`config.mk`:
```
export PLATFORM = sky130hd
export DESIGN_NAME = tanh_preact_mac
export DESIGN_NICKNAME = d
export VERILOG_FILES = /design/src/rtl/tanh_preact_mac.sv
export SDC_FILE = /design/constraint.sdc
export NUM_CORES = 1
export LEC_CHECK = 0
export BUFFER_PORTS_ARGS = -buffer_cell sky130_fd_sc_hd__buf_2
export CAP_MARGIN = 30
export CORE_MARGIN = 5
export CORE_UTILIZATION = 45
export CTS_CLUSTER_DIAMETER = 120
export CTS_CLUSTER_SIZE = 20
export DETAILED_ROUTE_END_ITERATION = 16
export PLACE_DENSITY = 0.63
export SLEW_MARGIN = 0
export SYNTH_ARGS = -nofsm -noshare
export SYNTH_HDL_FRONTEND = slang
export SYNTH_SLANG_ARGS = --single-unit
```
`constraint.sdc`:
```
create_clock -name clk -period 9.6 [get_ports clk]
set_clock_uncertainty 0.2 [all_clocks]
set_input_delay 1.92 -clock clk [delete_from_list [all_inputs] [get_ports clk]]
set_output_delay 1.92 -clock clk [all_outputs]
set_load 0.03 [all_outputs]
```
`src/rtl/tanh_preact_mac.sv`:
```
`default_nettype none
// ============================================================================
// Module      : tanh_preact_mac
// Description : Q8.8 multiply-accumulate with bias, arithmetic shift and
//               saturation, producing the pre-activation x for a tanh PWL.
//               Optional macro TANH_PREACT_ROUND_EN enables round-half-up.
// Revision    : 1.0 - initial release
// ============================================================================
module tanh_preact_mac #(
    parameter int N_TERMS = 8,
    parameter int ACC_W   = 40
) (
    input  logic        clk,
    input  logic        rst,
    input  logic        in_valid,
    output logic        in_ready,
    input  logic [15:0] in_a,
    input  logic [15:0] in_w,
    input  logic        in_last,
    input  logic [15:0] bias,
    output logic        out_valid,
    input  logic        out_ready,
    output logic [15:0] out_x,
    output logic        out_sat
);

    localparam logic [1:0] c_IDLE  = 2'd0;
    localparam logic [1:0] c_ACCUM = 2'd1;
    localparam logic [1:0] c_OUT   = 2'd2;

    localparam int c_RW = ACC_W + 1;
    localparam logic [7:0] c_N_TERMS = 8'(N_TERMS);
    localparam logic signed [c_RW-1:0] c_SAT_MAX = c_RW'(32767);
    localparam logic signed [c_RW-1:0] c_SAT_MIN = c_RW'(-32768);
`ifdef TANH_PREACT_ROUND_EN
    localparam logic signed [c_RW-1:0] c_RND = c_RW'(128);
`else
    localparam logic signed [c_RW-1:0] c_RND = c_RW'(0);
`endif

    logic [1:0]              r_state;
    logic signed [ACC_W-1:0] r_acc;
    logic [7:0]              r_cnt;
    logic                    r_in_ready;
    logic                    r_out_valid;
    logic [15:0]             r_out_x;
    logic                    r_out_sat;

    logic                    w_in_fire;
    logic                    w_out_fire;
    logic signed [31:0]      w_prod;
    logic signed [ACC_W-1:0] w_prod_ext;
    logic signed [ACC_W-1:0] w_acc_next;
    logic [7:0]              w_cnt_next;
    logic                    w_close;
    logic signed [c_RW-1:0]  w_acc_wide;
    logic signed [c_RW-1:0]  w_shift;
    logic signed [c_RW-1:0]  w_sum;
    logic                    w_sat_hi;
    logic                    w_sat_lo;
    logic [15:0]             w_x_clip;

    assign w_in_fire  = in_valid & r_in_ready;
    assign w_out_fire = r_out_valid & out_ready;

    assign w_prod     = $signed(in_a) * $signed(in_w);
    assign w_prod_ext = ACC_W'(w_prod);
    assign w_acc_next = r_acc + w_prod_ext;
    assign w_cnt_next = r_cnt + 8'd1;
    assign w_close    = w_in_fire & (in_last | (w_cnt_next == c_N_TERMS));

    // One extra bit of headroom so rounding and bias can never overflow.
    assign w_acc_wide = c_RW'(w_acc_next) + c_RND;
    assign w_shift    = w_acc_wide >>> 8;
    assign w_sum      = w_shift + c_RW'($signed(bias));

    assign w_sat_hi   = (w_sum > c_SAT_MAX);
    assign w_sat_lo   = (w_sum < c_SAT_MIN);
    assign w_x_clip   = w_sat_hi ? 16'h7FFF :
                        w_sat_lo ? 16'h8000 : w_sum[15:0];

    always_ff @(posedge clk or posedge rst) begin
        if (rst) begin
            r_state     <= c_IDLE;
            r_acc       <= '0;
            r_cnt       <= '0;
            r_in_ready  <= 1'b0;
            r_out_valid <= 1'b0;
            r_out_x     <= 16'h0000;
            r_out_sat   <= 1'b0;
        end else begin
            case (r_state)
                c_IDLE, c_ACCUM: begin
                    r_in_ready <= 1'b1;
                    if (w_in_fire) begin
                        if (w_close) begin
                            r_out_x     <= w_x_clip;
                            r_out_sat   <= w_sat_hi | w_sat_lo;
                            r_out_valid <= 1'b1;
                            r_in_ready  <= 1'b0;
                            r_state     <= c_OUT;
                        end else begin
                            r_acc   <= w_acc_next;
                            r_cnt   <= w_cnt_next;
                            r_state <= c_ACCUM;
                        end
                    end
                end
                c_OUT: begin
                    // Result held until the consumer takes it.
                    if (w_out_fire) begin
                        r_acc       <= '0;
                        r_cnt       <= '0;
                        r_out_valid <= 1'b0;
                        r_in_ready  <= 1'b1;
                        r_state     <= c_IDLE;
                    end
                end
                default: begin
                    r_state    <= c_IDLE;
                    r_in_ready <= 1'b0;
                end
            endcase
        end
    end

    assign in_ready  = r_in_ready;
    assign out_valid = r_out_valid;
    assign out_x     = r_out_x;
    assign out_sat   = r_out_sat;

endmodule
`default_nettype wire

```
==> flow_summary.json <==
{
  "antenna_found_initial": 0,
  "ys_seq_area_frac": 0.100,
  "ys.flop_type": "dfrtp_1",
  "start_util": 0.456,
  "yosys.cell_count.top_type": "inv_1",
  "pre_cts_slack_ns": -1.29,
  "drtPass1Iterations": 5,
  "drive_gt1_frac": 0.278,
  "synthTopCellsByArea": "fa_1 38%, ha_1 11%, dfrtp_1 10%",
  "worstPathArrival_ns": 10.11,
  "status": "finished, violations left",
  "cpPeakStageDelay_ns": 0.52,
  "yosys.area_share.adder": 0.494,
  "cap_viol_max_count": 0,
  "cpLargestDelayFamily": "adder cells",
  "synthCells": 1895,
  "setup_ws_ns": -0.432,
  "postSynth.asyncResetShare": 1.00,
  "drtAntennaViolNets": 0,
  "crit_end": "out_x[3]",
  "worst-path-stages": 37,
  "finalHoldViolCount": 0,
  "cts_hold_buf": 0,
  "crit_path_max_fanout": 8,
  "r2r-start": "r_acc[15]",
  "synth-simple-area-share": 0.149,
  "postSynthAreaPerCell_um2": 9.09,
  "die_h_um": 206,
  "r2r_slack_ns": 1.66,
  "yosysTopAreaCell": "fa_1",
  "crit_buf_inv": 9,
  "dp_cells": 2756,
  "io_buffers": 71,
  "clockBufferDepth": 2,
  "diodes": 0,
  "hold_slack_ns": 0.323,
  "drc_errors": 0,
  "crit_path_start_kind": "input pin",
  "synthXorXnorAreaFrac": 0.0275,
  "finalWirelength_mm": 46.0,
  "first_iter_violations": 609,
  "rsz0062_at_grt": "true",
  "rows": 71,
  "maxSlewHeadroom": 0.452,
  "grt_pass1_wl_mm": 77.8,
  "clkTransAtPathRegs_ns": 0.06,
  "vias_per_cell": 5.15,
  "critPathMostFrequentCell": "fa_1",
  "grt_max_degree": 70,
  "wl_per_cell_um": 16.4,
  "clockRootBuffer": "clkbuf_16",
  "syn-cell-area_um2": 17200,
  "die_w_um": 206,
  "ys_warn_count": 0,
  "area_growth_pct": 29.7,
  "fin_nets": 2825,
  "synth.distinct_cells": 73,
  "synth_top_family_by_area": "adder cells",
  "tightestPinTransition_ns": 0.822,
  "min_path_type": "reg2reg",
  "ctsHtreeMaxLevel": 3,
  "syn-num-nets": 2429,
  "design.core.area_um2": 37800,
  "crit_type": "in2reg",
  "io_pins": 72,
  "slowest_stage": "fa_1",
  "synth_mux_area_frac": 0.00291,
  "dieArea_um2": 42300,
  "ys_ff_latch": 69,
  "r2r_end": "out_x[3]",
  "clock_sinks": 69,
  "synth.top_cell.area_share": 0.385,
  "grt.total_usage": 0.226,
  "grt_pass1_vias": 15700,
  "dp_hpwl_mm": 38.5,
  "slew_violations": 0,
  "finalNonFillerCells": 2807,
  "end_kind": "register",
  "synth-edff-count": 0,
  "cts_buffers": 9,
  "critPathRequiredTime_ns": 9.68,
  "critical_path.startpoint": "in_a[9]",
  "violations": "negative setup slack",
  "finalCritPeriodShare": 1.05,
  "num_vias": 14500,
  "synth_compound_area_frac": 0.125,
  "fmax_mhz": 99.7,
  "gr-total-overflow": 0,
  "synthTopCellsByCount": "398 x inv_1, 331 x fa_1, 170 x nand2_1, 150 x ha_1, 126 x and2_1",
  "setup_viol": 16,
  "clk_latency_ns": 0.36,
  "cts_tree": "built",
  "reg2reg_depth": 34,
  "gp_congestion": 0.905,
  "min_period_ns": 10.03
}
sequential cells by signal, indices dropped and copies added, names as in the netlist:
name / flops
in_ready: 1
out_sat: 1
out_valid: 1
out_x: 16
r_acc: 40
r_cnt: 8
r_state: 2
logic make-up (layout without fill, tap and decap cells):
family | after synthesis | in the layout
AO/OA/AOI/OAI | 314 | 315
adder cells (fa/ha/maj) | 481 | 481
flip-flops | 69 | 69
multiplexers | 5 | 5
buffers and inverters | 462 | 862
XOR/XNOR | 54 | 54
AND/OR/NAND/NOR | 510 | 510
layout by cell type (no fill, tap or decap), types with 11 or more instances in the layout:
master	count
xnor2_1	31
o21ai_0	50
nor2_1	77
o22ai_2	12
fa_1	325
o211ai_1	11
ha_1	134
buf_4	375
ha_4	13
nand3_1	27
inv_2	14
and2_1	114
a21oi_1	55
a22o_1	35
dfrtp_1	69
buf_6	16
a21oi_2	14
nor3_1	16
nand4_1	12
nand2_1	163
a21o_1	28
inv_1	384
buf_2	48
and2_4	12
layer usage:
metal	vias to the layer above	part of all wire	wire length, um	track usage
met5	-	0	0	0
met3	82	0.034	1540	0.0227
met4	0	0.024	1100	0.0600
li1	6810	-	-	-
met2	293	0.50	22900	0.388
met1	7273	0.45	20500	0.307
worst min-delay path by stage:
stage              start         to  depth (start not counted)
6_report       r_acc[17]  r_acc[17]                          1
4_1_cts        r_acc[17]  r_acc[17]                          1
5_1_grt        r_acc[17]  r_acc[17]                          1
3_5_place_dp   r_acc[17]  r_acc[17]                          1
3_3_place_gp    r_cnt[7]   r_cnt[7]                          1
2_1_floorplan   r_cnt[7]   r_cnt[7]                          1
timing repair:
item | in CTS | in global routing
buffers inserted | 25 | 10
pin swaps | 65 | 28
setup endpoints to repair | 17 | 17
cloned | 2 | 0
resized for setup | 146 | 47
metrics by stage:
step           instance area (um^2)   util  setup TNS (ns)
2_1_floorplan                 17600      -           -2.82
3_3_place_gp                  20800  0.551          -17.47
3_5_place_dp                  20800  0.551          -20.21
4_1_cts                       22000  0.583           -4.92
5_1_grt                       22300  0.591          -11.92
6_report                      22300  0.591           -6.68
area by class of cell:
class,count,area (um^2)
clock buffer,9,225
timing repair buffer,448,3410
fill,3309,15400
multi-input combinational,1365,14700
tap,511,639
sequential,69,1730
clock inverter,7,82.6
inverter,398,1490
Power is not shown: default switching activity piles up to over one toggle a cycle in this logic, so the estimate is an artifact.
